===== config.mk =====
export PLATFORM = sky130hd
export DESIGN_NAME = demux_vc
export DESIGN_NICKNAME = d
export VERILOG_FILES = /design/src/rtl/demux_vc_pkg.sv /design/src/rtl/demux_vc_buffer.sv /design/src/rtl/demux_vc.sv
export SDC_FILE = /design/constraint.sdc
export NUM_CORES = 1
export LEC_CHECK = 0
export CAP_MARGIN = 20
export CORE_MARGIN = 4
export CORE_UTILIZATION = 30
export DETAILED_ROUTE_END_ITERATION = 7
export PLACE_DENSITY = 0.58
export SYNTH_ARGS = -nofsm -noshare
export SYNTH_HDL_FRONTEND = slang
export SYNTH_SLANG_ARGS = --single-unit

===== constraint.sdc =====
create_clock -name clk -period 1.4 [get_ports clk]
set_input_delay 0.28 -clock clk [delete_from_list [all_inputs] [get_ports clk]]
set_output_delay 0.28 -clock clk [all_outputs]
set_load 0.005 [all_outputs]

===== src/rtl/demux_vc_pkg.sv =====
// Shared types and constants for the demux_vc VC demultiplexer.
// Optional statistics counters are enabled by defining DEMUX_VC_STATS_EN.
package demux_vc_pkg;

  localparam int unsigned BITNUMBER_DEF = 5;
  localparam int unsigned STATS_W       = 8;

  localparam logic VC_0 = 1'b0;
  localparam logic VC_1 = 1'b1;

  typedef enum logic [1:0] {
    ST_EMPTY = 2'b00,
    ST_ONE   = 2'b01,
    ST_FULL  = 2'b10
  } occ_t;

endpackage


===== src/rtl/demux_vc_buffer.sv =====
// Per-channel 2-entry holding buffer with occupancy FSM and a registered,
// pausable output stage. Strobe counter present when DEMUX_VC_STATS_EN is defined.
module demux_vc_buffer
  import demux_vc_pkg::*;
#(
  parameter int unsigned W = BITNUMBER_DEF
) (
  input  logic               clk,
  input  logic               reset,
  input  logic               push,
  input  logic [W-1:0]       din,
  input  logic               pause,
  output logic               full_c,
  output logic               valid_out,
`ifdef DEMUX_VC_STATS_EN
  output logic [STATS_W-1:0] cnt,
`endif
  output logic [W-1:0]       data_out
);

  occ_t         state;
  logic [W-1:0] head;
  logic [W-1:0] tail;
  logic         pop;

  assign full_c = (state == ST_FULL);
  assign pop    = (state != ST_EMPTY) && !pause;

  // Occupancy FSM; head always holds the oldest entry
  always_ff @(posedge clk or negedge reset) begin
    if (!reset) begin
      state     <= ST_EMPTY;
      head      <= '0;
      tail      <= '0;
      valid_out <= 1'b0;
      data_out  <= '0;
    end else begin
      valid_out <= pop;
      if (pop) data_out <= head;
      case (state)
        ST_EMPTY: begin
          if (push) begin
            head  <= din;
            state <= ST_ONE;
          end
        end
        ST_ONE: begin
          if (pop) begin
            if (push) head <= din;
            else      state <= ST_EMPTY;
          end else if (push) begin
            tail  <= din;
            state <= ST_FULL;
          end
        end
        ST_FULL: begin
          if (pop) begin
            head  <= tail;
            state <= ST_ONE;
          end
        end
        default: state <= ST_EMPTY;
      endcase
    end
  end

`ifdef DEMUX_VC_STATS_EN
  // Counts output strobes, wrapping naturally
  always_ff @(posedge clk or negedge reset) begin
    if (!reset)   cnt <= '0;
    else if (pop) cnt <= cnt + STATS_W'(1);
  end
`endif

endmodule


===== src/rtl/demux_vc.sv =====
// Destination-side demultiplexer steering words to VC0/VC1 by their class bit.
// Define DEMUX_VC_STATS_EN to add cnt_vc0/cnt_vc1 strobe counters.
module demux_vc
  import demux_vc_pkg::*;
#(
  parameter int unsigned BITNUMBER = BITNUMBER_DEF,
  parameter int unsigned SEL_BIT   = BITNUMBER - 1
) (
  input  logic                 clk,
  input  logic                 reset,
  input  logic                 valid_in,
  input  logic [BITNUMBER-1:0] data_in,
  output logic                 ready_in,
  input  logic                 pause_vc0,
  input  logic                 pause_vc1,
  output logic                 valid_out_vc0,
  output logic [BITNUMBER-1:0] data_out_vc0,
  output logic                 valid_out_vc1,
`ifdef DEMUX_VC_STATS_EN
  output logic [STATS_W-1:0]   cnt_vc0,
  output logic [STATS_W-1:0]   cnt_vc1,
`endif
  output logic [BITNUMBER-1:0] data_out_vc1
);

  logic sel;
  logic full_vc0;
  logic full_vc1;
  logic push_vc0;
  logic push_vc1;

  // A full target refuses even if it drains this cycle
  assign sel      = data_in[SEL_BIT];
  assign ready_in = reset && ((sel == VC_1) ? !full_vc1 : !full_vc0);
  assign push_vc0 = valid_in && ready_in && (sel == VC_0);
  assign push_vc1 = valid_in && ready_in && (sel == VC_1);

  demux_vc_buffer #(.W(BITNUMBER)) u_vc0 (
    .clk       (clk),
    .reset     (reset),
    .push      (push_vc0),
    .din       (data_in),
    .pause     (pause_vc0),
    .full_c    (full_vc0),
    .valid_out (valid_out_vc0),
`ifdef DEMUX_VC_STATS_EN
    .cnt       (cnt_vc0),
`endif
    .data_out  (data_out_vc0)
  );

  demux_vc_buffer #(.W(BITNUMBER)) u_vc1 (
    .clk       (clk),
    .reset     (reset),
    .push      (push_vc1),
    .din       (data_in),
    .pause     (pause_vc1),
    .full_c    (full_vc1),
    .valid_out (valid_out_vc1),
`ifdef DEMUX_VC_STATS_EN
    .cnt       (cnt_vc1),
`endif
    .data_out  (data_out_vc1)
  );

endmodule


[Yosys cells after proc, flatten, opt, wreduce, memory -nomap -nowiden]
Index checks and enable logic that the tools add are counted.
Word-level totals
  flip-flop bits (word level): 36
  bits of input ports: 10
  output and inout port bits: 13
  word-level logic and storage cells: 70
Cells by class
  eq/ne operators: 14
  mux-type cells: 21
  bitwise operators: 3
  reduce and logical (&&, ||, !) cells: 22
Operators by type and width (number)
  5-bit two-way mux: 6
  5-bit case mux with 3 select lines: 2
  2-bit two-way mux: 10
  2-bit case mux with 3 select lines: 2
  3-bit AND reduction: 4
  2-bit by 1-bit inequality test with 1-bit output (second input constant): 4
  4-bit AND reduction: 2
  1-bit logical AND: 6
  3-bit by 2-bit inequality test with 1-bit output (second input constant): 2
  3-bit inequality test (second input constant): 2
  3-bit nonzero test: 2
  2-bit by 1-bit equality test with 1-bit output (second input constant): 2
  2-bit equality test (second input constant): 2
  1-bit logical NOT: 4
  2-bit logical NOT: 2
  2-bit inequality test (second input constant): 2
  2-bit nonzero test: 2
  1-bit inverter: 3
  1-bit two-way mux: 1

[Longest topological paths before layout]
  depth after elaboration: 9
  gate-level depth with buffers: 5
  depth with buffers taken out: 3

[By module]
A second synthesis with hierarchy kept.
Second synthesis, totals
  cells, all modules: 111
  area, all modules: 1611.5 um^2
Modules (own cells, without submodules)
  demux_vc_buffer: times used 2, cells an instance 53, area each 789.5 um^2, sequential area each 450.4 um^2
  demux_vc: times used 1, cells an instance 5, area each 32.5 um^2, sequential area each 0.0 um^2

[Worst setup path before layout]
No wires, ideal clock.
  path kind: register to register
  from: register u_vc0.state[1]
  to: register u_vc0.head[0]
  setup time: 0.125 ns
  arrival: 1.281 ns
  required time: 1.275 ns
  slack: -0.005 ns
  stages on the path, launching flop included: 5
  buffers on the path: 1
  period minus slack after synthesis: 1.405 ns
  path through: dfrtp_1 clkbuf_2 nor2b_4 mux2_2 mux2_2
On the way
  longest elaborated chain between the ends: 9
  elaborated cells between the ends (all ways): 17
  classes of those cells: 4 x eq/ne; 4 x mux; 9 x reduce/logical
RTL lines
  start: declaration: line demux_vc_buffer.sv:21  | occ_t state;
  start signal: assignment: line demux_vc_buffer.sv:32  | state <= ST_EMPTY;
  start signal: assignment: line demux_vc_buffer.sv:44  | state <= ST_ONE;
  start signal: assignment: line demux_vc_buffer.sv:50  | else state <= ST_EMPTY;
  2-bit equality test: line demux_vc_buffer.sv:26, demux_vc_buffer.sv:40
  1-bit logical NOT: line demux_vc.sv:34  | assign ready_in = reset && ((sel == VC_1) ? !full_vc1 : !full_vc0);
  1-bit two-way mux: line demux_vc.sv:34
  1-bit logical AND: line demux_vc.sv:34
  1-bit logical AND (2 in a row): line demux_vc.sv:35  | assign push_vc0 = valid_in && ready_in && (sel == VC_0);
  5-bit two-way mux (2 in a row)
  5-bit case mux with 3 select lines: line demux_vc_buffer.sv:40  | case (state)
  end signal: assignment: line demux_vc_buffer.sv:43  | head <= din;
  end signal: assignment: line demux_vc_buffer.sv:49  | if (push) head <= din;
  end signal: assignment: line demux_vc_buffer.sv:58  | head <= tail;
  end: declaration: line demux_vc_buffer.sv:22  | logic [W-1:0] head;
Parallel ways exist; a longest one is shown, timed or not. The select of a mux whose other input is x is not followed.
A chain may end at the register's enable or synchronous reset.

[Final worst setup path]
  from: register u_vc0.state[1]
  to: register u_vc0.head[3]
The elaborated chain is that of the path after synthesis.

==> results.md <==
* Status: finished, violations left
* Violations in the final reports: negative setup slack
* Via count of the first global-routing pass at 1173
* Power density normalized to cell area at approximately 1300 nW/um^2
* Wirelength, routed at between 3000 and 4000 microns
* Final Max Tran Viols at 0
* Post-synth top area cell: dfrtp_1
* Diodes inserted at 0
* List of most frequent post-synthesis cells: dfrtp_1 (36), mux2_2 (29), mux2_4 (8)
* Type of the most critical hold path: in2async
* Aggregate negative setup slack at -358 ps
* Area growth syn-to-layout at 41.2%
* Starting DRC count in detailed routing at 27
* Core outline area at 5240 sq um
* Library cell contributing the largest single delay on the critical path: dfrtp_1
* Total overflow reported by the global router at 0
* Post-synth EDFFs at 0
* Internal cell power at ~2.3 mW
* Origin of the worst setup path: u_vc0.state[1]$_DFFE_PN0P_
* Clk network pwr share at 0.233
* Fin area at between 2000 and 2500 sq um
* Largest clock skew in the final design at between 7 and 8 ps
* Worst Max-Slew Pin Slew at around 360 ps
* Tightest slew margin relative to the limit at 0.762
* Synth Area per Inst at between 10 and 15 sq um
* Crit path required time at around 1600 ps
* Number of antenna violations at the first check in global routing at 0
* Most numerous cell in the Yosys netlist: dfrtp_1
* Num rows at 26
* Net switching share of the total power at 0.266
* Placement Cell Area at between 2000 and 2500 sq um
* Num Clock Sinks at 36
* Kind of start point of the critical path: flip-flop
* Min Tclk post-route at around 1400 ps
* Max-cap check violation count at 0
* Root buffer cell: clkbuf_8
* Endpoint class of the critical path: flip-flop
* Endpoints failing hold at 0
* Synth Warn # at 0
* Initial Utilization at 0.317
* Clock tree from TritonCTS: built
* FF-to-FF End: u_vc0.head[3]$_DFFE_PN0P_
* Mapped Cells at 111
* Worst hold slack at 140 ps
* Top post-synthesis cells by area: dfrtp_1 (54%), mux2_2 (20%), mux2_4 (7.2%), nor3_4 (2.0%), nor2b_4 (1.7%)
* Number of cells traversed by the worst register-to-register path at 4
* Clock Latency Late Sink at 290 ps
* Leakage power summed over all cells at 1.13 nW
* Total clock buffers created by CTS at 5
* Sequential element share of the synthesized area at 0.543
* Bufs on Longest Clock Path at 2
* Max FO, Critical Path at 6
* Number of vias per cell after detailed routing at about 4.5
* Detailed-route wire length per cell at about 14 microns
* Clock slew at the register clock pins of the worst setup and hold paths at 70 ps
* Maximum cell stage delay along the critical path at around 380 ps
* Sequential share of power at 0.481
* Ratio of final minimum period to clock period at 1.03
* Global placement routability congestion at slightly above 0.7
* IO Pins at 23
* Maximum resistive drop on vdd at roughly 0.00082 V
* Total via count after detailed routing at about 1000
* Comb power frac at 0.286
* Cell type with the highest occurrence count on the critical path: mux2_4
* Upper clock frequency limit at 692 MHz
* Commonest register cell after synthesis: dfrtp_1
* Wire length of the first global-routing pass at around 5500 microns
* Count of cell types in the netlist at 26
* Cell area after synthesis at 1660 sq um
* Fraction of synthesis flops using an asynchronous set or reset pin at 1.00
* Final worst setup slack at -46.0 ps
* Detailed placement HPWL at approximately 2300 microns
* Share of layout cells above drive strength 1 at 0.530
* Post-route antenna net violation count at 0
* Count of port buffers added during placement at 22
* Final setup violation count at 14
* Die boundary height at ~82 microns
* Die Area at 6790 sq um
* Maximum number of pins on one net before global-route repair at 28
* Reg2Reg Launch Point: u_vc0.state[1]$_DFFE_PN0P_
* RSZ-0062 raised after global routing: true
* H-Tree Level Count at 2
* Termination of the worst setup path: u_vc0.head[3]$_DFFE_PN0P_
* Total routing usage reported by global routing at 0.110
* Critical path type: reg2reg
* Total nets after synthesis at ~120
* Total net switching power at slightly above 800 uW
* Count of filler cells inserted in the layout at 500
* R2r setup slk at -50 ps
* Floorplan die width at ~80 microns
* Quantity of hold-fixing buffers added after cts at 0
* Cell Chain, Critical Path: buf_6 -> nor2b_4 -> mux2_4 -> mux2_4
* Portion of synthesized cell area occupied by the leading cell type at 0.543
* Synthesized flop and latch total at 36
* Final layout net count at between 150 and 200
* Post-route DRC at 0
* Worst Path Arrival at between 1500 and 2000 ps
* DR pass1 iterations at 3
[logic make-up after synthesis]
logic type | Yosys count | share of synthesized area
compound gates | 14 | 0.0829
buf+inv | 8 | 0.0286
flops | 36 | 0.543
mux | 37 | 0.269
simple gates | 16 | 0.0769
[metrics by stage]
stage,cells,worst slack [ps],power (mW),util
final,234,-46.0,3.12,0.448
after global routing,234,-96.9,3.33,0.448
after CTS,233,-36.3,3.13,0.436
after detailed placement,215,-540,2.36,0.392
after global placement,215,-487,2.32,0.392
after floorplan,111,11.7,1.90,-
[worst min path at each step]
| stage | from | endpoint | cells after the start |
|---|---|---|---|
| final | reset | u_vc0.tail[2]$_DFFE_PN0P_ | 2 |
| after global placement | u_vc1.tail[4]$_DFFE_PN0P_ | u_vc1.tail[4]$_DFFE_PN0P_ | 1 |
| after global routing | reset | u_vc0.tail[2]$_DFFE_PN0P_ | 2 |
| after floorplan | reset | u_vc0.data_out[0]$_DFFE_PN0P_ | 0 |
| after CTS | reset | u_vc0.tail[2]$_DFFE_PN0P_ | 2 |
| after detailed placement | u_vc1.tail[4]$_DFFE_PN0P_ | u_vc1.tail[4]$_DFFE_PN0P_ | 1 |
[power by group through the flow]
stage	Sequential [mW]	Combinational [mW]	Clock, mW
2_1_floorplan	1.49	0.413	0
5_1_grt	1.54	0.977	0.813
3_5_place_dp	1.52	0.845	0
3_3_place_gp	1.50	0.822	0
6_report	1.50	0.894	0.726
4_1_cts	1.50	0.882	0.749
[timing repair]
action                                  4_1_cts  5_1_grt
pin swaps                                     3        3
endpoints found under the setup margin       35       28
buffers inserted                             10        2
gates resized for setup                      39       16
[registers in the layout, summed over array words and instances (netlist names), 2 cells and up]
signal / cells
u_vc0.state: 2
u_vc1.data_out: 5
u_vc1.state: 2
u_vc0.head: 5
u_vc1.tail: 5
u_vc0.tail: 5
u_vc1.head: 5
u_vc0.data_out: 5
[cell type report]
class | instances | area (sq um) | share of cell area
inverter | 4 | 15.0 | 0.00640
tap | 70 | 87.6 | 0.0374
clock buffer | 5 | 68.8 | 0.0293
sequential | 36 | 901 | 0.384
multi-input combinational | 67 | 813 | 0.347
timing repair buffer | 49 | 440 | 0.188
clock inverter | 3 | 18.8 | 0.00800
[worst max-delay path: cells and delay by family, from the launching register on]
kind	cells	cell delay, ps
buffers and inverters	1	130
DFF	1	380
muxes	2	590
and+or+nand+nor	1	240
[cells in the final DEF (no fill, tap or decap), types with 4 or more instances in the layout]
| master | netlist | final |
|---|---|---|
| clkbuf_8 | 0 | 5 |
| dfrtp_1 | 36 | 36 |
| buf_4 | 0 | 19 |
| clkdlybuf4s50_1 | 0 | 4 |
| dlygate4sd2_1 | 0 | 12 |
| mux2_2 | 29 | 14 |
| mux2_4 | 8 | 23 |
| buf_6 | 2 | 8 |
[layer usage]
layer | vias up | global-route usage | share of wire
met4 | 0 | 0.0349 | 0.010
met5 | - | 0 | 0
met1 | 521 | 0.129 | 0.44
li1 | 497 | - | -
met2 | 21 | 0.187 | 0.50
met3 | 4 | 0.0369 | 0.045
Note: power is estimated with default switching activity, not from simulation.
